`src/rtl/turf_pkg.sv`:
```
// rtl/turf_pkg.sv - shared constants and types for the turf_tally territory scanner
package turf_pkg;

   localparam int X_W         = 8;
   localparam int Y_W         = 7;
   localparam int ADDR_W      = 15;
   localparam int COUNT_W     = 15;
   localparam int NUM_PLAYERS = 4;

   localparam logic [2:0] P1_COL    = 3'b001;
   localparam logic [2:0] P2_COL    = 3'b010;
   localparam logic [2:0] P3_COL    = 3'b100;
   localparam logic [2:0] P4_COL    = 3'b110;
   localparam logic [2:0] TIMER_COL = 3'b111;
   localparam logic [2:0] EMPTY_COL = 3'b000;

   typedef enum logic [1:0] {
      WIN_P1 = 2'd0,
      WIN_P2 = 2'd1,
      WIN_P3 = 2'd2,
      WIN_P4 = 2'd3
   } winner_e;

   typedef enum logic [1:0] {
      S_IDLE,
      S_SCAN,
      S_DRAIN,
      S_DECIDE
   } state_e;

   typedef logic [NUM_PLAYERS-1:0][COUNT_W-1:0] counts_t;

   // One-hot player mask for a cell colour; non-player colours give zero.
   function automatic logic [NUM_PLAYERS-1:0] colour_hit(input logic [2:0] col);
      colour_hit = '0;
      case (col)
         P1_COL:  colour_hit[0] = 1'b1;
         P2_COL:  colour_hit[1] = 1'b1;
         P3_COL:  colour_hit[2] = 1'b1;
         P4_COL:  colour_hit[3] = 1'b1;
         default: colour_hit = '0;
      endcase
   endfunction

endpackage

```
`src/rtl/turf_winner_select.sv`:
```
// rtl/turf_winner_select.sv - combinational 4-way max with lowest-index tie resolution
module turf_winner_select
   import turf_pkg::*;
(
   input  counts_t counts,
   output winner_e winner,
   output logic    tie
);

   logic [COUNT_W-1:0] best;
   logic [2:0]         n_best;

   always_comb begin
      best   = counts[0];
      winner = WIN_P1;
      // Strict compare keeps the earliest player on equal counts.
      for (int i = 1; i < NUM_PLAYERS; i++) begin
         if (counts[i] > best) begin
            best   = counts[i];
            winner = winner_e'(i[1:0]);
         end
      end
      n_best = '0;
      for (int i = 0; i < NUM_PLAYERS; i++) begin
         if (counts[i] == best) begin
            n_best = n_best + 3'd1;
         end
      end
      tie = (n_best > 3'd1);
   end

endmodule

```
`src/rtl/turf_tally.sv`:
```
// rtl/turf_tally.sv - board RAM territory scanner; TURF_TIE_DETECT_EN adds the tie output
module turf_tally
   import turf_pkg::*;
#(
   parameter int X_CELLS   = 160,
   parameter int SCAN_ROWS = 119
) (
   input  logic               CLOCK_50,
   input  logic               reset,
   input  logic               start,
   input  logic [2:0]         ram_q,
   output logic [ADDR_W-1:0]  address,
   output logic               busy,
   output logic               done,
   output logic [COUNT_W-1:0] p1_count,
   output logic [COUNT_W-1:0] p2_count,
   output logic [COUNT_W-1:0] p3_count,
   output logic [COUNT_W-1:0] p4_count,
   output logic [1:0]         winner
`ifdef TURF_TIE_DETECT_EN
   ,
   output logic               tie
`endif
);

   localparam logic [X_W-1:0] X_LAST = X_W'(X_CELLS - 1);
   localparam logic [Y_W-1:0] Y_LAST = Y_W'(SCAN_ROWS - 1);

   state_e                  state_q, state_d;
   logic [X_W-1:0]          x_q, x_d;
   logic [Y_W-1:0]          y_q, y_d;
   logic                    last_q, last_d;
   logic [ADDR_W-1:0]       addr_q, addr_d;
   logic                    rd_valid_q, rd_valid_d;
   logic                    data_valid_q, data_valid_d;
   counts_t                 acc_q, acc_d;
   counts_t                 pub_q, pub_d;
   winner_e                 win_q, win_d;
   logic                    done_q, done_d;
   logic                    busy_q, busy_d;
   logic [NUM_PLAYERS-1:0]  hit;
   winner_e                 sel_winner;
   logic                    sel_tie;

`ifdef TURF_TIE_DETECT_EN
   logic tie_q, tie_d;
`else
   logic sel_tie_unused;
   assign sel_tie_unused = sel_tie;
`endif

   turf_winner_select u_winner_select (
      .counts (acc_q),
      .winner (sel_winner),
      .tie    (sel_tie)
   );

   always_comb begin
      state_d      = state_q;
      x_d          = x_q;
      y_d          = y_q;
      last_d       = last_q;
      addr_d       = '0;
      rd_valid_d   = 1'b0;
      data_valid_d = rd_valid_q;
      acc_d        = acc_q;
      pub_d        = pub_q;
      win_d        = win_q;
      done_d       = 1'b0;
`ifdef TURF_TIE_DETECT_EN
      tie_d        = tie_q;
`endif

      // ram_q belongs to the address issued on the previous cycle.
      hit = data_valid_q ? colour_hit(ram_q) : '0;
      for (int i = 0; i < NUM_PLAYERS; i++) begin
         if (hit[i]) begin
            acc_d[i] = acc_q[i] + COUNT_W'(1);
         end
      end

      case (state_q)
         S_IDLE: begin
            if (start) begin
               acc_d   = '0;
               x_d     = '0;
               y_d     = '0;
               last_d  = 1'b0;
               state_d = S_SCAN;
            end
         end
         S_SCAN: begin
            if (last_q) begin
               state_d = S_DRAIN;
            end else begin
               addr_d     = {x_q, y_q};
               rd_valid_d = 1'b1;
               if (y_q == Y_LAST) begin
                  y_d = '0;
                  if (x_q == X_LAST) begin
                     last_d = 1'b1;
                  end else begin
                     x_d = x_q + X_W'(1);
                  end
               end else begin
                  y_d = y_q + Y_W'(1);
               end
            end
         end
         S_DRAIN: begin
            state_d = S_DECIDE;
         end
         S_DECIDE: begin
            pub_d   = acc_q;
            win_d   = sel_winner;
`ifdef TURF_TIE_DETECT_EN
            tie_d   = sel_tie;
`endif
            done_d  = 1'b1;
            state_d = S_IDLE;
         end
         default: state_d = S_IDLE;
      endcase

      busy_d = (state_q != S_IDLE) && (state_d != S_IDLE);
   end

   always_ff @(posedge CLOCK_50 or posedge reset) begin
      if (reset) begin
         state_q      <= S_IDLE;
         x_q          <= '0;
         y_q          <= '0;
         last_q       <= 1'b0;
         addr_q       <= '0;
         rd_valid_q   <= 1'b0;
         data_valid_q <= 1'b0;
         acc_q        <= '0;
         pub_q        <= '0;
         win_q        <= WIN_P1;
         done_q       <= 1'b0;
         busy_q       <= 1'b0;
`ifdef TURF_TIE_DETECT_EN
         tie_q        <= 1'b0;
`endif
      end else begin
         state_q      <= state_d;
         x_q          <= x_d;
         y_q          <= y_d;
         last_q       <= last_d;
         addr_q       <= addr_d;
         rd_valid_q   <= rd_valid_d;
         data_valid_q <= data_valid_d;
         acc_q        <= acc_d;
         pub_q        <= pub_d;
         win_q        <= win_d;
         done_q       <= done_d;
         busy_q       <= busy_d;
`ifdef TURF_TIE_DETECT_EN
         tie_q        <= tie_d;
`endif
      end
   end

   assign address  = addr_q;
   assign busy     = busy_q;
   assign done     = done_q;
   assign p1_count = pub_q[0];
   assign p2_count = pub_q[1];
   assign p3_count = pub_q[2];
   assign p4_count = pub_q[3];
   assign winner   = win_q;
`ifdef TURF_TIE_DETECT_EN
   assign tie      = tie_q;
`endif

endmodule

```
`config.mk`:
```
export PLATFORM = sky130hd
export DESIGN_NAME = turf_tally
export DESIGN_NICKNAME = d
export VERILOG_FILES = /design/src/rtl/turf_pkg.sv /design/src/rtl/turf_winner_select.sv /design/src/rtl/turf_tally.sv
export SDC_FILE = /design/constraint.sdc
export NUM_CORES = 1
export LEC_CHECK = 0
export CAP_MARGIN = 15
export CORE_UTILIZATION = 50
export CTS_CLUSTER_DIAMETER = 120
export CTS_CLUSTER_SIZE = 30
export DETAILED_ROUTE_END_ITERATION = 8
export PLACE_DENSITY = 0.76
export SETUP_SLACK_MARGIN = 0.05
export SLEW_MARGIN = 20
export SYNTH_ARGS = -nofsm -noshare
export SYNTH_HDL_FRONTEND = slang
export SYNTH_SLANG_ARGS = --single-unit
```
`constraint.sdc`:
```
create_clock -name CLOCK_50 -period 6.28 [get_ports CLOCK_50]
set_input_delay 0.628 -clock CLOCK_50 [delete_from_list [all_inputs] [get_ports CLOCK_50]]
set_output_delay 0.628 -clock CLOCK_50 [all_outputs]
set_load 0.1 [all_outputs]
```
Word level (Yosys, flattened, before mapping) --
Cells that the tools add are included.
Storage, ports and cells: register bits after elaboration 159, bits of input ports 6, output and inout bits 79, word-level logic and storage cells 86
Operators by class: $add $sub $neg 6, $lt $le $gt $ge 3, eq/ne operators 13, multiplexer cells 38, reduce and logical (&&, ||, !) cells 8
Operators with widths (number):
- $mux W15 | 8
- $mux W60 | 2
- $add A15 B1 Y15 const B | 4
- $gt A15 B15 Y1 | 3
- $mux W8 | 4
- $mux W7 | 3
- $pmux W8 S2 | 1
- $pmux W7 S2 | 1
- $mux W1 | 12
- $add A8 B1 Y8 const B | 1
- $eq A8 B8 Y1 const B | 1
- $mux W2 | 4
- $ne A2 B2 Y1 const B | 4
- $pmux W2 S4 | 1
- $add A7 B1 Y7 const B | 1
- $eq A7 B7 Y1 const B | 1
- $eq A3 B3 Y1 const B | 2
- $reduce_bool A2 Y1 | 3
- $reduce_and A5 Y1 | 1
- $eq A2 B2 Y1 const B | 2
- $mux W4 | 1
- $eq A3 B1 Y1 const B | 1
- $eq A3 B2 Y1 const B | 1
- $reduce_and A3 Y1 | 1
- other kinds (5) | 5

Longest topological paths before layout --
depth after elaboration 6, depth in mapped cells 24, depth with buffers taken out 21

Cells and area by module --
A second synthesis with hierarchy kept.
Unflattened totals: cells, all modules 1008, area, all modules 10028.4 µm²
Modules (own cells, without submodules):
- turf_tally | times used 1, cells each 607, area an instance 7021.7 µm², sequential area each 3978.8 µm²
- turf_winner_select | times used 1, cells each 401, area an instance 3006.6 µm², sequential area each 0.0 µm²

Least setup slack after synthesis --
OpenSTA, ideal clock, no wires.
path kind register -> register, start point register acc_q[3] in the netlist's numbering, end point register win_q[1], in the netlist winner[1], setup time 0.126 ns, arrival 5.094 ns, required time 6.154 ns, setup slack 1.060 ns, cell stages (with the launch flop) 25, path buffers 3, clock period less this slack 5.220 ns, cell sequence dfrtp_1 -> clkbuf_1 -> inv_1 -> ha_1 -> nand4_1 -> a21oi_1 -> o31ai_2 -> a21oi_4 -> buf_12 -> mux2i_1 -> ha_1 -> and3_1 -> a221o_1 -> a221oi_2 -> a22oi_2 -> clkinv_4 -> buf_12 -> mux2_4 -> ha_1 -> and3_1 -> a221o_1 -> a221oi_1 -> o211ai_1 -> a31oi_1 -> a21oi_1
On the way: longest elaborated chain between the ends 6, elaborated cells on any way between the ends 7, those cells by class order compare: 3; mux: 4
RTL lines:
- from (decl) | line turf_tally.sv:36 | counts_t acc_q, acc_d;
- from (signal assigned) | line turf_tally.sv:137 | acc_q <= '0;
- from (signal assigned) | line turf_tally.sv:153 | acc_q <= acc_d;
- $gt A15 B15 Y1 | line turf_winner_select.sv:18 | if (counts[i] > best) begin
- $mux W15 * | line turf_winner_select.sv:18
- $gt A15 B15 Y1 | line turf_winner_select.sv:18
- $mux W15 | line turf_winner_select.sv:18
- $gt A15 B15 Y1 | line turf_winner_select.sv:18
- $mux W2 * | line turf_winner_select.sv:18
- to (signal assigned) | line turf_tally.sv:155 | win_q <= win_d;
- to (decl) | line turf_tally.sv:38 | winner_e win_q, win_d;
Mark *: on every way between the ends. The rest lies on a longest branch, timed or not. A chain may end at the register's enable or synchronous reset.

Worst setup path after layout --
start point register acc_q[4] in the netlist's numbering, end point register win_q[0], in the netlist winner[0]
On the way: longest elaborated chain between the ends 6, elaborated cells on any way between the ends 8, those cells by class order compare: 3; mux: 5
RTL lines (line):
- $gt A15 B15 Y1 | turf_winner_select.sv:18
- $mux W15 | turf_winner_select.sv:18
- $gt A15 B15 Y1 | turf_winner_select.sv:18
- $mux W15 | turf_winner_select.sv:18
- $gt A15 B15 Y1 | turf_winner_select.sv:18
- $mux W2 * | turf_winner_select.sv:18
Marks and branches as above.

==> PnR_summary.wiki <==
{| class="wikitable"
! Metric !! Value
|-
| Result of the run || complete, no violations
|-
| Area delta synth->final || 20.0%
|-
| Count of pins over their slew limit || 0
|-
| Endpoint kind of the worst setup timing path || flip-flop
|-
| Clock Sink Count || approximately 160
|-
| Effective utilization at floorplan || 51.4%
|-
| Required time of the critical path || ~6.6 ns
|-
| Number of top-level pins || 85
|-
| Initial DRT Pass Iterations || 4
|-
| Number of setup buffers added after CTS || 0
|-
| Placer's final routability congestion estimate || a little under 0.9
|-
| Number of design rule violations left after detail routing || 0
|-
| Sum of internal, switching and leakage power || approximately 4.3 mW
|-
| Syn Nets || roughly 800
|-
| Netlist area before placement || around 0.008 sq mm
|-
| X dimension of the die || approximately 130 microns
|-
| Total congestion overflow || 0
|-
| Pleak || between 4 and 5 nW
|-
| Share of final-layout standard cells stronger than drive strength 1 || ~16%
|-
| Detailed Route WL || 18100 microns
|-
| Leading register cell type out of synthesis || sky130_fd_sc_hd__dfrtp_1
|-
| Number of nets still failing antenna checks after routing || 0
|-
| Worst Setup Start Kind || flip-flop
|-
| Hold crit path type || reg -> reg
|-
| Number of maximum-capacitance constraint violations || 0
|-
| First-iteration detailed-routing DRC count || approximately 380
|-
| Non-filler cells, final || approximately 1000
|-
| Clock slew at the register clock pins of the worst setup and hold paths || around 0.06 ns
|-
| Worst slew slack as a fraction of its limit || roughly a third
|-
| Average cell area after synthesis || roughly 11 sq um
|-
| Biggest fanout along the worst timing path || 16
|-
| Die Outline Area || roughly 0.017 sq mm
|-
| Worst-Skew Late Latency || 0.42 ns
|-
| Most common cell after layout, fill and taps aside || sky130_fd_sc_hd__dfrtp_1
|-
| Number of global-route vias before repair || about 6000
|-
| Start-to-end type of the worst setup path || reg -> reg
|-
| Routed via count || 5734
|-
| Max rail drop VDD || between 200 and 300 uV
|-
| Least setup slack across all paths after layout || about 0.56 ns
|-
| Arr. time, crit path || around 6.0 ns
|-
| Final layout net count || 880
|-
| Number of library cell types mapped by synthesis || between 50 and 60
|-
| Overall fraction of global-route tracks in use || a little under a quarter
|-
| Power Dens Cells || between 400 and 500 mW/mm^2
|-
| Share of synthesized flip-flops with an asynchronous set or reset || between 90% and 100%
|-
| Per-cell via count in the routed design || ~5.5
|-
| Yosys warnings || 0
|-
| Total cell area at the placement stage || between 0.009 and 0.01 sq mm
|-
| Final hold slack || about 0.35 ns
|-
| Unrepaired setup endpoints after global routing || no
|-
| Resized cells post-CTS || 0
|-
| Sum Neg Setup Slack || 0 ns
|-
| Number of buffer cells added on primary ports || 84
|-
| Min Tclk post-route || around 5.7 ns
|-
| Fill cell instance count of the final layout || between 1000 and 1500
|-
| Fin Clk Skew || a little over 0.009 ns
|-
| Inst Count DP || roughly 1000
|-
| Core region area || between 0.015 and 0.02 sq mm
|-
| Post-cts hold buffer count || 0
|-
| Clk root buf || sky130_fd_sc_hd__clkbuf_16
|-
| Number of enable-type register cells in the synthesized netlist || 0
|-
| Count of inserted antenna diode cells || 0
|-
| Initial antenna violation count || 0
|-
| Share of synthesized area occupied by flip-flops and latches || roughly 49%
|-
| HPWL after detailed placement || between 10000 and 15000 microns
|-
| Fmax achieved || around 170 MHz
|-
| Final Core Density || between 60% and 70%
|-
| Total of flip-flops plus latches after synthesis || ~160
|-
| Average routed wire per standard cell || about 17 microns
|-
| Highest-count cells in the layout ignoring fill and taps || sky130_fd_sc_hd__dfrtp_1 (159), sky130_fd_sc_hd__clkdlybuf4s50_1 (84), sky130_fd_sc_hd__nor2_1 (81)
|-
| First-pass GRT wire length || 29500 microns
|-
| Worst slack at placement || slightly above 0.6 ns
|-
| Site Rows || 46
|-
| Maximum number of pins on one net before global-route repair || 113
|-
| Finish-stage setup viols || 0
|-
| Total number of H-tree levels || 4
|-
| Actual transition at the worst max-transition pin || slightly below 1 ns
|-
| Number of instances in the synthesized netlist || between 700 and 800
|-
| TritonCTS clock tree || yes
|-
| Die boundary height || 130 microns
|-
| Longest Clk Path Bufs || 2
|-
| Post-Layout Inst Area || ~0.0098 sq mm
|-
| CTS Buf Count || 17
|-
| Final worst path period share || 91.1%
|-
| Count of endpoints failing hold in the final timing report || 0
|}
==> cells in the mapped netlist, types with 2 or more instances <==
cell	n	area [sq um]
sky130_fd_sc_hd__a211oi_1	3	22.5
sky130_fd_sc_hd__a21o_1	4	30.0
sky130_fd_sc_hd__a21oi_1	24	120
sky130_fd_sc_hd__a221o_1	2	20.0
sky130_fd_sc_hd__and2_1	15	93.8
sky130_fd_sc_hd__and3_1	11	68.8
sky130_fd_sc_hd__and4_1	10	87.6
sky130_fd_sc_hd__and4bb_2	3	37.5
sky130_fd_sc_hd__buf_1	3	11.3
sky130_fd_sc_hd__buf_12	2	40.0
sky130_fd_sc_hd__clkbuf_1	18	67.6
sky130_fd_sc_hd__dfrtp_1	159	3980
sky130_fd_sc_hd__ha_1	56	701
sky130_fd_sc_hd__inv_1	41	154
sky130_fd_sc_hd__mux2_2	65	732
sky130_fd_sc_hd__mux2_4	11	165
sky130_fd_sc_hd__mux2i_1	19	190
sky130_fd_sc_hd__nand2_1	42	158
sky130_fd_sc_hd__nand2b_1	3	18.8
sky130_fd_sc_hd__nand3_1	27	135
sky130_fd_sc_hd__nand3b_1	2	15.0
sky130_fd_sc_hd__nand4_1	19	119
sky130_fd_sc_hd__nand4b_1	2	17.5
sky130_fd_sc_hd__nor2_1	81	304
sky130_fd_sc_hd__nor2b_1	3	18.8
sky130_fd_sc_hd__nor3_1	4	20.0
sky130_fd_sc_hd__nor4_2	2	25.0
sky130_fd_sc_hd__o211ai_1	2	15.0
sky130_fd_sc_hd__o21ai_0	15	75.1
sky130_fd_sc_hd__o21ai_1	3	15.0
sky130_fd_sc_hd__o31ai_1	4	30.0
sky130_fd_sc_hd__or3_1	2	12.5
sky130_fd_sc_hd__or4_1	2	15.0
sky130_fd_sc_hd__xnor2_1	37	324
sky130_fd_sc_hd__xor2_1	21	184
==> final timing paths <==
kind                               from           end  slack (ns)  cells after the start
setup / recovery               acc_q[4]     winner[0]        0.56                     21
hold / removal             data_valid_d  data_valid_q        0.35                      0
setup reg to reg               acc_q[4]     winner[0]        0.56                     21
hold reg to reg            data_valid_d  data_valid_q        0.35                      0
max in group asynchronous         reset  p3_count[14]        4.92                      3
min in group asynchronous         reset   address[13]        0.50                      2
==> power breakdown <==
| part | internal (mW) | switching, mW |
|---|---|---|
| registers | 1.19 | 0.135 |
| logic | 0.552 | 1.38 |
| clock network | 0.617 | 0.410 |
==> worst max-delay path, stage by stage (launching register included) <==
cell,delay [ns]
sky130_fd_sc_hd__dfrtp_1,0.44
sky130_fd_sc_hd__inv_1,0.10
sky130_fd_sc_hd__ha_1,0.31
sky130_fd_sc_hd__nand4_1,0.13
sky130_fd_sc_hd__a21oi_1,0.17
sky130_fd_sc_hd__o31ai_2,0.10
sky130_fd_sc_hd__a21oi_4,0.56
sky130_fd_sc_hd__mux2i_1,0.40
sky130_fd_sc_hd__ha_1,0.30
sky130_fd_sc_hd__and3_1,0.18
sky130_fd_sc_hd__a221o_1,0.37
sky130_fd_sc_hd__a221oi_2,0.30
sky130_fd_sc_hd__a22oi_2,0.11
sky130_fd_sc_hd__clkinv_4,0.18
sky130_fd_sc_hd__mux2_4,0.32
sky130_fd_sc_hd__ha_1,0.28
sky130_fd_sc_hd__and3_1,0.20
sky130_fd_sc_hd__a221o_1,0.34
sky130_fd_sc_hd__a221oi_1,0.35
sky130_fd_sc_hd__o211ai_1,0.14
sky130_fd_sc_hd__a31oi_1,0.19
sky130_fd_sc_hd__a21oi_1,0.10
==> per-layer routing <==
metal	GRT usage, %	vias up	share of wire (%)	routed length, microns
met2	38.8	117	50	9140
li1	-	2728	-	-
met3	4.63	25	3.8	690
met5	0	-	0	0
met1	28.9	2864	44	7930
met4	8.76	0	2.0	367
==> state kept, by name, summed over array words and instances (netlist names), 2 cells and up <==
signal / count
acc_q: 60
address: 15
p1_count: 15
p2_count: 15
p3_count: 15
p4_count: 15
x_q: 8
y_q: 7
state_q: 2
winner: 2
==> final cells by class <==
| type | instances | area, sq um | area share [%] |
|---|---|---|---|
| clock buffer | 23 | 478 | 4.86 |
| clock inverter | 9 | 108 | 1.09 |
| inverter | 42 | 168 | 1.70 |
| multi-input combinational | 510 | 3940 | 40.1 |
| sequential | 159 | 3980 | 40.4 |
| tap | 216 | 270 | 2.75 |
| timing repair buffer | 88 | 891 | 9.06 |
==> kinds of logic after synthesis <==
family,synth area share [%]
and+or+nand+nor,14.9
DFF,48.5
muxes,13.3
AOI/OAI and AO/OA,5.17
buffers and inverters,3.43
xor gates and xnor gates,6.20
adders and majority gates,8.55
No activity file was read; power rests on OpenSTA's default activity.
